**src/rtl/cla_chk_pkg.sv**
```systemverilog
// Shared types and helpers for the pipelined-adder checker: mode and FSM encodings,
// the Galois LFSR step used by both operand generators.
package cla_chk_pkg;

    localparam int CNT_W_DEF  = 32;
    localparam int LFSR_MAX_W = 256;

    typedef enum logic [1:0] {
        MODE_COMPL = 2'd0,
        MODE_RAND  = 2'd1,
        MODE_CARRY = 2'd2,
        MODE_RSVD  = 2'd3
    } mode_t;

    typedef enum logic [1:0] {
        ST_IDLE  = 2'd0,
        ST_RUN   = 2'd1,
        ST_DRAIN = 2'd2,
        ST_DONE  = 2'd3
    } state_t;

    // Right-shifting Galois feedback mask; maximal-length taps for common widths,
    // a two-tap fallback otherwise (still never locks up from a nonzero seed).
    function automatic logic [LFSR_MAX_W-1:0] lfsr_mask(input int unsigned w);
        logic [LFSR_MAX_W-1:0] m;
        logic [7:0]            hi;
        m  = '0;
        hi = 8'(w - 1);
        case (w)
            8:       begin m[7]   = 1'b1; m[5]   = 1'b1; m[4]   = 1'b1; m[3]  = 1'b1; end
            16:      begin m[15]  = 1'b1; m[14]  = 1'b1; m[12]  = 1'b1; m[3]  = 1'b1; end
            32:      begin m[31]  = 1'b1; m[21]  = 1'b1; m[1]   = 1'b1; m[0]  = 1'b1; end
            64:      begin m[63]  = 1'b1; m[62]  = 1'b1; m[60]  = 1'b1; m[59] = 1'b1; end
            128:     begin m[127] = 1'b1; m[125] = 1'b1; m[100] = 1'b1; m[98] = 1'b1; end
            default: begin m[hi]  = 1'b1; m[hi - 8'd1] = 1'b1; end
        endcase
        return m;
    endfunction

    function automatic logic [LFSR_MAX_W-1:0] lfsr_next(input logic [LFSR_MAX_W-1:0] cur,
                                                         input int unsigned           w);
        logic [LFSR_MAX_W-1:0] nxt;
        nxt = cur >> 1;
        if (cur[0]) nxt = nxt ^ lfsr_mask(w);
        return nxt;
    endfunction

endpackage

```
**src/rtl/cla_checker_multimode_if.sv**
```systemverilog
// Control/status bus between board-level session logic (master) and the checker (slave).
// CLA_CHK_CAPTURE_EN adds the first-mismatch capture outputs.
interface cla_checker_multimode_if
    import cla_chk_pkg::*;
#(
    parameter int CNT_W = CNT_W_DEF
`ifdef CLA_CHK_CAPTURE_EN
    , parameter int W = 128
`endif
);
    // start is a single-cycle request; it is only honoured when dbg_state is IDLE or DONE.
    logic             start;
    logic [1:0]       mode;
    logic [CNT_W-1:0] num_vectors;
    logic             busy;
    logic             done;
    logic             error;
    logic [CNT_W-1:0] err_count;
    logic [CNT_W-1:0] first_err_idx;
    logic             q_fault;
    state_t           dbg_state;
`ifdef CLA_CHK_CAPTURE_EN
    logic [W-1:0]     cap_op1;
    logic [W-1:0]     cap_op2;
    logic [W-1:0]     cap_res;
    logic [W-1:0]     cap_exp;
`endif

    modport master (
        output start, mode, num_vectors,
        input  busy, done, error, err_count, first_err_idx, q_fault, dbg_state
`ifdef CLA_CHK_CAPTURE_EN
        , input cap_op1, cap_op2, cap_res, cap_exp
`endif
    );

    modport slave (
        input  start, mode, num_vectors,
        output busy, done, error, err_count, first_err_idx, q_fault, dbg_state
`ifdef CLA_CHK_CAPTURE_EN
        , output cap_op1, cap_op2, cap_res, cap_exp
`endif
    );

endinterface

```
**src/rtl/cla_chk_exp_fifo.sv**
```systemverilog
// Expected-result queue: synchronous FIFO with full/empty, same-cycle push/pop, and clear.
module cla_chk_exp_fifo #(
    parameter int WIDTH = 128,
    parameter int DEPTH = 8
) (
    input  logic             clk,
    input  logic             rst,
    input  logic             clr,
    input  logic             push,
    input  logic [WIDTH-1:0] din,
    input  logic             pop,
    output logic [WIDTH-1:0] dout,
    output logic             full,
    output logic             empty
);
    localparam int AW = $clog2(DEPTH);

    logic [WIDTH-1:0] mem [DEPTH];
    logic [AW:0]      wr_ptr;
    logic [AW:0]      rd_ptr;

    // Extra pointer MSB distinguishes full from empty when the index bits match.
    assign empty = (wr_ptr == rd_ptr);
    assign full  = (wr_ptr[AW] != rd_ptr[AW]) && (wr_ptr[AW-1:0] == rd_ptr[AW-1:0]);
    assign dout  = mem[rd_ptr[AW-1:0]];

    always_ff @(posedge clk) begin
        if (rst || clr) begin
            wr_ptr <= '0;
            rd_ptr <= '0;
        end else begin
            if (push && !full) wr_ptr <= wr_ptr + 1'b1;
            if (pop && !empty) rd_ptr <= rd_ptr + 1'b1;
        end
    end

    always_ff @(posedge clk) begin
        if (push && !full) mem[wr_ptr[AW-1:0]] <= din;
    end

endmodule

```
**src/rtl/pipelined_adder.sv**
```systemverilog
// W-bit adder with an s-cycle latency; the sum is formed at entry and the trailing
// register stages are left for retiming to balance. Carry-out is not produced.
module pipelined_adder #(
    parameter int w = 128,
    parameter int s = 4
) (
    input  logic         clk,
    input  logic         rstn,
    input  logic         valid_op1,
    input  logic         valid_op2,
    input  logic [w-1:0] op1,
    input  logic [w-1:0] op2,
    output logic [w-1:0] res,
    output logic         valid
);
    logic [w-1:0] sum_q [s];
    logic [s-1:0] v_q;

    always_ff @(posedge clk) begin
        if (!rstn) begin
            v_q <= '0;
        end else begin
            v_q[0] <= valid_op1 & valid_op2;
            for (int i = 1; i < s; i++) v_q[i] <= v_q[i-1];
        end
    end

    always_ff @(posedge clk) begin
        sum_q[0] <= op1 + op2;
        for (int i = 1; i < s; i++) sum_q[i] <= sum_q[i-1];
    end

    assign res   = sum_q[s-1];
    assign valid = v_q[s-1];

endmodule

```
**src/rtl/cla_checker_multimode.sv**
```systemverilog
// Session-based stimulus/check harness around one pipelined_adder (COMPL/RAND/CARRY modes).
// Define CLA_CHK_CAPTURE_EN to latch operands, result and expected value of the first mismatch.
module cla_checker_multimode
    import cla_chk_pkg::*;
#(
    parameter int           W      = 128,
    parameter int           S      = 4,
    parameter int           QD     = 8,       // must be a power of 2 and >= S+2
    parameter int           CNT_W  = CNT_W_DEF,
    parameter logic [W-1:0] SEED_A = W'('h1),
    parameter logic [W-1:0] SEED_B = W'('h5A5)
) (
    input  logic                    clk,
    input  logic                    rst,
    cla_checker_multimode_if.slave  bus
);
    localparam int KW = (W > 1) ? $clog2(W) : 1;
`ifdef CLA_CHK_CAPTURE_EN
    localparam int QW = 3 * W;
`else
    localparam int QW = W;
`endif

    state_t           state;
    mode_t            mode_q;
    logic [CNT_W-1:0] n_vec, issued, checked, err_count, first_err_idx;
    logic             busy_q, done_q, error_q, q_fault_q;
    logic [W-1:0]     lfsr_a, lfsr_b;
    logic [KW-1:0]    k_idx;
    logic [W-1:0]     gen_op1, gen_op2, gen_exp, q_exp, add_res;
    logic [QW-1:0]    q_din, q_dout;
    logic             q_full, q_empty, add_valid;
    logic             accept, issue, mismatch;

    assign accept   = bus.start && (state == ST_IDLE || state == ST_DONE);
    assign issue    = (state == ST_RUN) && !q_full && (issued != n_vec);
    assign mismatch = add_valid && !q_empty && (q_exp != add_res);

    always_comb begin
        gen_op1 = lfsr_a;
        gen_op2 = ~lfsr_a;
        case (mode_q)
            MODE_RAND:  gen_op2 = lfsr_b;
            MODE_CARRY: begin
                gen_op1 = '1;
                gen_op2 = W'(1) << k_idx;
            end
            default: ;
        endcase
    end
    assign gen_exp = gen_op1 + gen_op2;

`ifdef CLA_CHK_CAPTURE_EN
    assign q_din = {gen_op1, gen_op2, gen_exp};
    assign q_exp = q_dout[W-1:0];
`else
    assign q_din = gen_exp;
    assign q_exp = q_dout;
`endif

    cla_chk_exp_fifo #(.WIDTH(QW), .DEPTH(QD)) u_exp_fifo (
        .clk   (clk),
        .rst   (rst),
        .clr   (accept),
        .push  (issue),
        .din   (q_din),
        .pop   (add_valid),
        .dout  (q_dout),
        .full  (q_full),
        .empty (q_empty)
    );

    pipelined_adder #(.w(W), .s(S)) u_adder (
        .clk       (clk),
        .rstn      (~rst),
        .valid_op1 (issue),
        .valid_op2 (issue),
        .op1       (gen_op1),
        .op2       (gen_op2),
        .res       (add_res),
        .valid     (add_valid)
    );

    always_ff @(posedge clk) begin
        if (rst) begin
            state         <= ST_IDLE;
            mode_q        <= MODE_COMPL;
            n_vec         <= '0;
            issued        <= '0;
            checked       <= '0;
            err_count     <= '0;
            first_err_idx <= '0;
            busy_q        <= 1'b0;
            done_q        <= 1'b0;
            error_q       <= 1'b0;
            q_fault_q     <= 1'b0;
            lfsr_a        <= SEED_A;
            lfsr_b        <= SEED_B;
            k_idx         <= '0;
        end else begin
            // A result with nothing queued is still counted so the drain can finish.
            if (add_valid) begin
                checked <= checked + 1'b1;
                if (q_empty) begin
                    q_fault_q <= 1'b1;
                    error_q   <= 1'b1;
                end else if (mismatch) begin
                    error_q <= 1'b1;
                    if (err_count != '1) err_count <= err_count + 1'b1;
                    if (err_count == '0) first_err_idx <= checked;
                end
            end
            if (issue) begin
                issued <= issued + 1'b1;
                lfsr_a <= W'(lfsr_next(LFSR_MAX_W'(lfsr_a), W));
                lfsr_b <= W'(lfsr_next(LFSR_MAX_W'(lfsr_b), W));
                k_idx  <= (k_idx == KW'(W - 1)) ? '0 : k_idx + 1'b1;
            end
            case (state)
                ST_IDLE, ST_DONE: begin
                    if (accept) begin
                        state         <= ST_RUN;
                        mode_q        <= mode_t'(bus.mode);
                        n_vec         <= bus.num_vectors;
                        issued        <= '0;
                        checked       <= '0;
                        err_count     <= '0;
                        first_err_idx <= '0;
                        error_q       <= 1'b0;
                        q_fault_q     <= 1'b0;
                        k_idx         <= '0;
                        busy_q        <= (bus.num_vectors != '0);
                        done_q        <= 1'b0;
                    end
                end
                ST_RUN: begin
                    if (issued == n_vec) begin
                        state  <= ST_DONE;
                        busy_q <= 1'b0;
                        done_q <= 1'b1;
                    end else if (issue && (issued + 1'b1 == n_vec)) begin
                        state <= ST_DRAIN;
                    end
                end
                default: begin
                    if (checked >= n_vec) begin
                        state  <= ST_DONE;
                        busy_q <= 1'b0;
                        done_q <= 1'b1;
                    end
                end
            endcase
        end
    end

`ifdef CLA_CHK_CAPTURE_EN
    logic [W-1:0] cap_op1_q, cap_op2_q, cap_res_q, cap_exp_q;

    always_ff @(posedge clk) begin
        if (rst || accept) begin
            cap_op1_q <= '0;
            cap_op2_q <= '0;
            cap_res_q <= '0;
            cap_exp_q <= '0;
        end else if (mismatch && err_count == '0) begin
            cap_op1_q <= q_dout[3*W-1:2*W];
            cap_op2_q <= q_dout[2*W-1:W];
            cap_res_q <= add_res;
            cap_exp_q <= q_exp;
        end
    end

    assign bus.cap_op1 = cap_op1_q;
    assign bus.cap_op2 = cap_op2_q;
    assign bus.cap_res = cap_res_q;
    assign bus.cap_exp = cap_exp_q;
`endif

    assign bus.busy          = busy_q;
    assign bus.done          = done_q;
    assign bus.error         = error_q;
    assign bus.err_count     = err_count;
    assign bus.first_err_idx = first_err_idx;
    assign bus.q_fault       = q_fault_q;
    assign bus.dbg_state     = state;

endmodule

```
**src/flat_wrapper.sv**
```systemverilog
// flat-port wrapper written by rule: the top's interface ports become plain ports
module cla_checker_multimode_flat import cla_chk_pkg::*;
#(
    parameter int           W      = 128,
    parameter int           S      = 4,
    parameter int           QD     = 8,                                         
    parameter int           CNT_W  = CNT_W_DEF,
    parameter logic [W-1:0] SEED_A = W'('h1),
    parameter logic [W-1:0] SEED_B = W'('h5A5)
)
  (clk, rst, bus_start, bus_mode, bus_num_vectors, bus_busy, bus_done, bus_error, bus_err_count, bus_first_err_idx, bus_q_fault, bus_dbg_state);
  cla_checker_multimode_if #(.CNT_W(CNT_W)) bus_i ();
  input  logic clk;
  input  logic rst;
  input wire logic [$bits(bus_i.start)-1:0] bus_start;
  input wire logic [$bits(bus_i.mode)-1:0] bus_mode;
  input wire logic [$bits(bus_i.num_vectors)-1:0] bus_num_vectors;
  output wire logic [$bits(bus_i.busy)-1:0] bus_busy;
  output wire logic [$bits(bus_i.done)-1:0] bus_done;
  output wire logic [$bits(bus_i.error)-1:0] bus_error;
  output wire logic [$bits(bus_i.err_count)-1:0] bus_err_count;
  output wire logic [$bits(bus_i.first_err_idx)-1:0] bus_first_err_idx;
  output wire logic [$bits(bus_i.q_fault)-1:0] bus_q_fault;
  output wire logic [$bits(bus_i.dbg_state)-1:0] bus_dbg_state;
  assign bus_i.start = bus_start;
  assign bus_i.mode = bus_mode;
  assign bus_i.num_vectors = bus_num_vectors;
  assign bus_busy = bus_i.busy;
  assign bus_done = bus_i.done;
  assign bus_error = bus_i.error;
  assign bus_err_count = bus_i.err_count;
  assign bus_first_err_idx = bus_i.first_err_idx;
  assign bus_q_fault = bus_i.q_fault;
  assign bus_dbg_state = bus_i.dbg_state;
  cla_checker_multimode #(.W(W), .S(S), .QD(QD), .CNT_W(CNT_W), .SEED_A(SEED_A), .SEED_B(SEED_B)) u_core (.clk(clk), .rst(rst), .bus(bus_i));
endmodule
```
**config.mk**
```make
export PLATFORM = sky130hd
export DESIGN_NAME = cla_checker_multimode_flat
export DESIGN_NICKNAME = d
export VERILOG_FILES = /design/src/rtl/cla_chk_pkg.sv /design/src/rtl/cla_checker_multimode_if.sv /design/src/rtl/cla_chk_exp_fifo.sv /design/src/rtl/pipelined_adder.sv /design/src/rtl/cla_checker_multimode.sv /design/src/flat_wrapper.sv
export SDC_FILE = /design/constraint.sdc
export NUM_CORES = 2
export LEC_CHECK = 0
export ABC_AREA = 1
export CORE_ASPECT_RATIO = 0.75
export CORE_MARGIN = 2
export CORE_UTILIZATION = 57
export DETAILED_ROUTE_END_ITERATION = 8
export PLACE_DENSITY = 0.79
export SLEW_MARGIN = 0
export SYNTH_ARGS = -nofsm -noshare
export SYNTH_HDL_FRONTEND = slang
export SYNTH_SLANG_ARGS = --single-unit
```
**constraint.sdc**
```tcl
create_clock -name clk -period 10.1 [get_ports clk]
set_clock_uncertainty 0.1 [all_clocks]
set_input_delay 3.03 -clock clk [delete_from_list [all_inputs] [get_ports clk]]
set_output_delay 3.03 -clock clk [all_outputs]
set_load 0.03 [all_outputs]
```
# [After elaboration in Yosys (flattened, before gate mapping)]
# Memory sizes are Yosys's and may differ from the RTL's. A register that Yosys moved wholly into a read port is not among the register bits.
# Cells that the tools add are included.
# Widths: inputs -> output; s select.
[word_totals] register_bits=443 memories=2 in_bits=37 word_cells=131 mem_bits_rw=1536
[mem_list] name="u_core.u_exp_fifo.mem" words=8 word_bits=128 rd=1 rd_clocked_by_memory_dff=1 write_ports=1 line="cla_chk_exp_fifo.sv:18" source="logic [WIDTH-1:0] mem [DEPTH];"
[mem_list] name="u_core.u_adder.sum_q" words=4 word_bits=128 rd=4 rd_clocked_by_memory_dff=0 write_ports=4 line="pipelined_adder.sv:16" source="logic [w-1:0] sum_q [s];"
[classes] n_addsub=7 n_lt_le_gt_ge=1 shift=1 mux=64 n_bitwise=3 reduce_logical=20 n_eq_ne=16
[op_table] operator="$mux 32" n=18
[op_table] operator="$mux 128" n=3
[op_table] operator="$pmux 128 s2" n=1
[op_table] operator="$xor 127x128->128" n=2
[op_table] operator="$add 128x128->128" n=1
[op_table] operator="$ne 128x128->1" n=1
[op_table] operator="$not 128->128" n=1
[op_table] operator="$shl 1x7->128 const A" n=1
[op_table] operator="$add 32x1->32 const B" n=3
[op_table] operator="$eq 32x32->1" n=2
[op_table] operator="$ge 32x32->1" n=1
[op_table] operator="$logic_not 32->1" n=1
[op_table] operator="$ne 32x32->1" n=1
[op_table] operator="$ne 32x32->1 const B" n=1
[op_table] operator="$reduce_bool 32->1" n=1
[op_table] operator="$mux 1" n=29
[op_table] operator="$mux 7" n=4
[op_table] operator="$add 4x1->4 const B" n=2
[op_table] operator="$logic_and 1x1->1" n=8
[op_table] operator="$mux 2" n=4
[op_table] operator="$add 7x1->7 const B" n=1
[op_table] operator="$eq 7x7->1 const B" n=1
[op_table] operator="$mux 3" n=2
[op_table] operator="$reduce_and 3->1" n=2
[op_table] operator="15 further kinds" n=21

# [Depth between registers and ports, before layout]
[depth] ltp_word=9 mapped_depth=26

# [Cells and area by module]
# A second synthesis with hierarchy kept.
[unflattened] hier_cells=12334 hier_area_um2=98959.9
[modules_own_cells] module="cla_chk_exp_fifo" cells_each=3246 area_per_inst_um2=40527.6 seq_area_each_um2=30969.7 instances=1
[modules_own_cells] module="cla_checker_multimode" cells_each=5424 area_per_inst_um2=33958.8 seq_area_each_um2=8628.3 instances=1
[modules_own_cells] module="pipelined_adder" cells_each=3664 area_per_inst_um2=24473.5 seq_area_each_um2=10329.9 instances=1

# [Worst setup path before layout]
# OpenSTA, ideal clock, no wires.
[synth_path] kind="reg2reg" from="register u_core.issued[19]" to="memory u_core.u_exp_fifo.mem[6][0] (enable)" slack_ps=-992 t_required_ps=9227 stages_incl_launch_ff=12 n_path_buf=2 arrival_ps=10219 path_cell_list="dfxtp_1 > clkbuf_1 > xnor2_1 > nand3_1 > nor2_1 > nand2_1 > nor2_1 > nand2_1 > nand2_1 > clkbuf_1 > or2_2 > nor3_1"
[synth_via] elab_chain_len=5
[synth_rtl] element="start: declaration" line="cla_checker_multimode.sv:26" source="logic [CNT_W-1:0] n_vec, issued, checked, err_count, first_err_idx;"
[synth_rtl] element="start signal: assignment" line="cla_checker_multimode.sv:114" source="issued <= issued + 1'b1;"
[synth_rtl] element="$ne 32x32->1" line="cla_checker_multimode.sv:36" source="assign issue = (state == ST_RUN) && !q_full && (issued != n_vec);"
[synth_rtl] element="$logic_and 1x1->1" line="cla_checker_multimode.sv:36"
[synth_rtl] element="$logic_and 1x1->1" line="cla_chk_exp_fifo.sv:38" source="if (push && !full) mem[wr_ptr[AW-1:0]] <= din;"
[synth_rtl] element="$mux 1" line="cla_chk_exp_fifo.sv:38"
[synth_rtl] element="$mux 1 (implied by the code)" line="cla_chk_exp_fifo.sv:38"
[synth_rtl] element="end: declaration" line="cla_chk_exp_fifo.sv:18"
# Every way passes these cells.

# [Worst setup path after layout]
[layout_path] from="register u_core.k_idx[5]" to="memory u_core.u_exp_fifo.mem[6][66] (data pin)"
[layout_via] elab_chain_len=3
[layout_rtl] element="start: declaration" line="cla_checker_multimode.sv:29" source="logic [KW-1:0] k_idx;"
[layout_rtl] element="start signal: assignment" line="cla_checker_multimode.sv:117" source="k_idx <= (k_idx == KW'(W - 1)) ? '0 : k_idx + 1'b1;"
[layout_rtl] element="$shl 1x7->128" line="cla_checker_multimode.sv:46" source="gen_op2 = W'(1) << k_idx;"
[layout_rtl] element="$pmux 128 s2" line="cla_checker_multimode.sv:42" source="case (mode_q)"
[layout_rtl] element="$add 128x128->128" line="cla_checker_multimode.sv:51" source="assign gen_exp = gen_op1 + gen_op2;"
[layout_rtl] element="net u_core.gen_exp[66]" line="cla_checker_multimode.sv:30" source="logic [W-1:0] gen_op1, gen_op2, gen_exp, q_exp, add_res;"
# The timed path passes the listed nets, and every way through them passes these cells.

==> impl_results.md <==
- WL/cell: about 24 µm
- Remaining Overflow, GRT: 0
- Vias per Instance: 5.900
- Top cells by count, synth: 2331 x nand2_1, 1422 x nor2_1, 1024 x edfxtp_1, 975 x inv_1, 958 x dfxtp_1
- Clock-pin transition on the worst setup and hold timing paths: about 0.07 ns
- Max-Cap Viols: 0
- # resized after CTS: 0
- Detail Route Antenna Nets: 0
- Top FF cell, synth: edfxtp_1
- # Post-CTS Setup Buffers: 0
- Top cells by area, synth: edfxtp_1 35%, dfxtp_1 22%, nand2_1 10%
- Async SR Flop Fraction: 0
- Max-slew violation count: 0
- Slowest CP cell: nor3_1
- DRC Markers: 0
- DP HPWL: approximately 210000 µm
- Core area: 152500 µm²
- FF+latch count, synth: between 1500 and 2000
- Most frequent cell after synthesis: nand2_1
- Post-synthesis cell type count: 43
- Worst EP arrival: between 7 and 8 ns
- Mapped Cells: ~10000
- H-tree levels: 4
- Post-synth net total: 10310
- Initial antenna violation count: 15
- Most Frequent Cell on Critical Path: o21ai_0
- Fillcell total: 12350
- Final Cycle Share: 0.7284
- Final net count: 10270
- Final setup TNS: 0 ns
- Worst EP required: approximately 10 ns
- GPL Wtd Cong: 1.113
- Clock Latency Late Sink: between 0.8 and 0.9 ns
- CTS tree: built
- Slowest stage delay, CP: ~1.1 ns
- Slew headroom: 0.02475
- I/O pins: about 110
- Final Hold Fails: 0
- Vias in the first global route: between 60000 and 70000
- Wire length of the first global-routing pass: 427400 µm
- WS Path Type: register to register
- Sequential area share after synthesis: 0.5704
- Fmax: 135.9 MHz
- CP Capture Type: register
- Die area: between 150000 and 200000 µm²
- Die Width: around 460 µm
- Slew @ Worst Pin: approximately 1.5 ns
- Clock buffer count from CTS: 179
- Yosys warnings: 0
- Initial DRC count: 10440
- Buf/Inv on CP: 2
- CTS sink count: 1982
- Cell taking the most area after synthesis: edfxtp_1
- Setup WS post-layout: 2.743 ns
- Proportion of netlist area held by the largest area contributor: 0.3513
- Port buffer count: 106
- # rows: 124
- GRT Overall Usage: 0.3688
- Final Setup Violations: 0
- Drt pass-1 iters: 7
- Cts hold-fix bufs: 0
- Hold Crit Class: register to register
- CP Cell Sequence: clkinv_1 -> nor3_1 -> nand2_1 -> a22oi_1 -> ha_1 -> nand2_1 -> nor2_1 -> inv_1 -> o21ai_0 -> a21oi_1 -> o21ai_0 -> a21oi_1 -> o21ai_0 -> xor2_1
- Mapped Avg Cell Area: between 8 and 9 µm²
- Status: completed
- Area growth, synth to finish: 10.06%
- Largest net degree at the start of global routing: 260
- Via count: approximately 72000
- EDFF count, synth: 1024
- Delay-heaviest family, CP: compound AO/OA/AOI/OAI gates
- Pre-CTS setup slack: roughly 3.4 ns
- RSZ-0062 raised after global routing: no
- Height of the chip: between 300 and 400 µm
- Crit Path Max Fanout: 19
- CTS Root Cell: clkbuf_16
- Tmin final: about 7.4 ns
- Clock buffer depth: 3
- Total Wirelength: a little under 300000 µm
- Initial core utilization: 0.5739
- Share of cells above drive strength 1: 0.05299
- Critical Path Start Type: register
- Synth Cell Area: roughly 90000 µm²
==> worst register-to-register path: stages, from the launching register on <==
cell and delay (ns):
dfxtp_1 0.70, clkinv_1 0.76, nor3_1 1.13, nand2_1 0.13, a22oi_1 0.21, ha_1 0.33, nand2_1 0.14, nor2_1 0.12
inv_1 0.07, o21ai_0 0.43, a21oi_1 0.20, o21ai_0 0.74, a21oi_1 0.22, o21ai_0 0.55, xor2_1 1.11
==> cells in the final DEF, fill, tap and decap left out, types with 10 or more instances in the layout <==
cell type and n:
a211oi_1 20, a21boi_0 15, a21o_1 22, a21oi_1 510, a22oi_1 127, a31oi_1 20, buf_12 13, buf_4 72
clkbuf_1 56, clkbuf_16 183, clkbuf_8 25, clkdlybuf4s50_1 106, clkinv_2 28, dfxtp_1 955, edfxtp_1 1024, ha_1 173
inv_1 972, nand2_1 2329, nand3_1 757, nand3b_1 69, nand4_1 54, nor2_1 1412, nor2_4 10, nor3_1 96
nor4_1 39, o211ai_1 13, o21a_1 14, o21ai_0 582, o21ai_1 76, o21bai_1 18, or2_2 135, xnor2_1 70
xor2_1 113
==> final cells by class <==
type                    instances  area (µm²)  share of cell area
clock inverters                73       852.1            0.008845
flip-flops and latches       1982       49940              0.5184
inverters                     985        3731             0.03873
repair buffers                192        1873             0.01944
multi-input cells            6714       32270              0.3350
diodes                          4       10.01           0.0001039
well taps                    2016        2522             0.02618
clock buffers                 264        5134             0.05329
==> routing by layer <==
layer	wire, µm	vias to the layer above	global-route usage
met3	37510	515	0.09553
met2	118300	4044	0.5065
met1	129400	34430	0.5577
met5	44	-	0
met4	11150	6	0.1360
li1	-	33160	-
==> kinds of logic after synthesis <==
logic type	Yosys count	share of synthesized area
buffers and inverters	1404	0.06287
AND/OR/NAND/NOR	4915	0.2329
adder cells (fa/ha/maj)	176	0.02524
flip-flops	1982	0.5704
XOR/XNOR	190	0.01901
multiplexers	5	0.0006432
AO/OA/AOI/OAI	1428	0.08895
==> registers in the layout, summed over array words and instances, names as in the netlist, 128 cells and up, named ones only <==
register and flops:
u_core.lfsr_a 128, u_core.lfsr_b 128, u_core.u_adder.sum_q 512, u_core.u_exp_fifo.mem 1024
==> stage by stage <==
step / utilization / cells / cell area, µm² / hold slack [ns]
final: 0.6317 / 12230 / 96330 / 0.1927
after global routing: 0.6316 / 12230 / 96320 / 0.1877
after CTS: 0.6314 / 12230 / 96300 / 0.1869
after detailed placement: 0.5922 / 11890 / 90310 / 0.2121
after global placement: 0.5921 / 11890 / 90300 / 0.2095
after floorplan: - / 10100 / 87540 / 0.2096
==> path summary, 6_finish.rpt <==
check,end,from,cells after the start,slack (ns)
setup / recovery,u_core.u_exp_fifo.mem[6][66],u_core.k_idx[5],14,2.74
hold / removal,u_core.u_adder.sum_q[1][2],u_core.u_adder.sum_q[0][2],0,0.19
setup reg to reg,u_core.u_exp_fifo.mem[6][66],u_core.k_idx[5],14,2.74
hold reg to reg,u_core.u_adder.sum_q[1][2],u_core.u_adder.sum_q[0][2],0,0.19
Power is not shown: default switching activity piles up to over one toggle a cycle in this logic, so the estimate is an artifact.
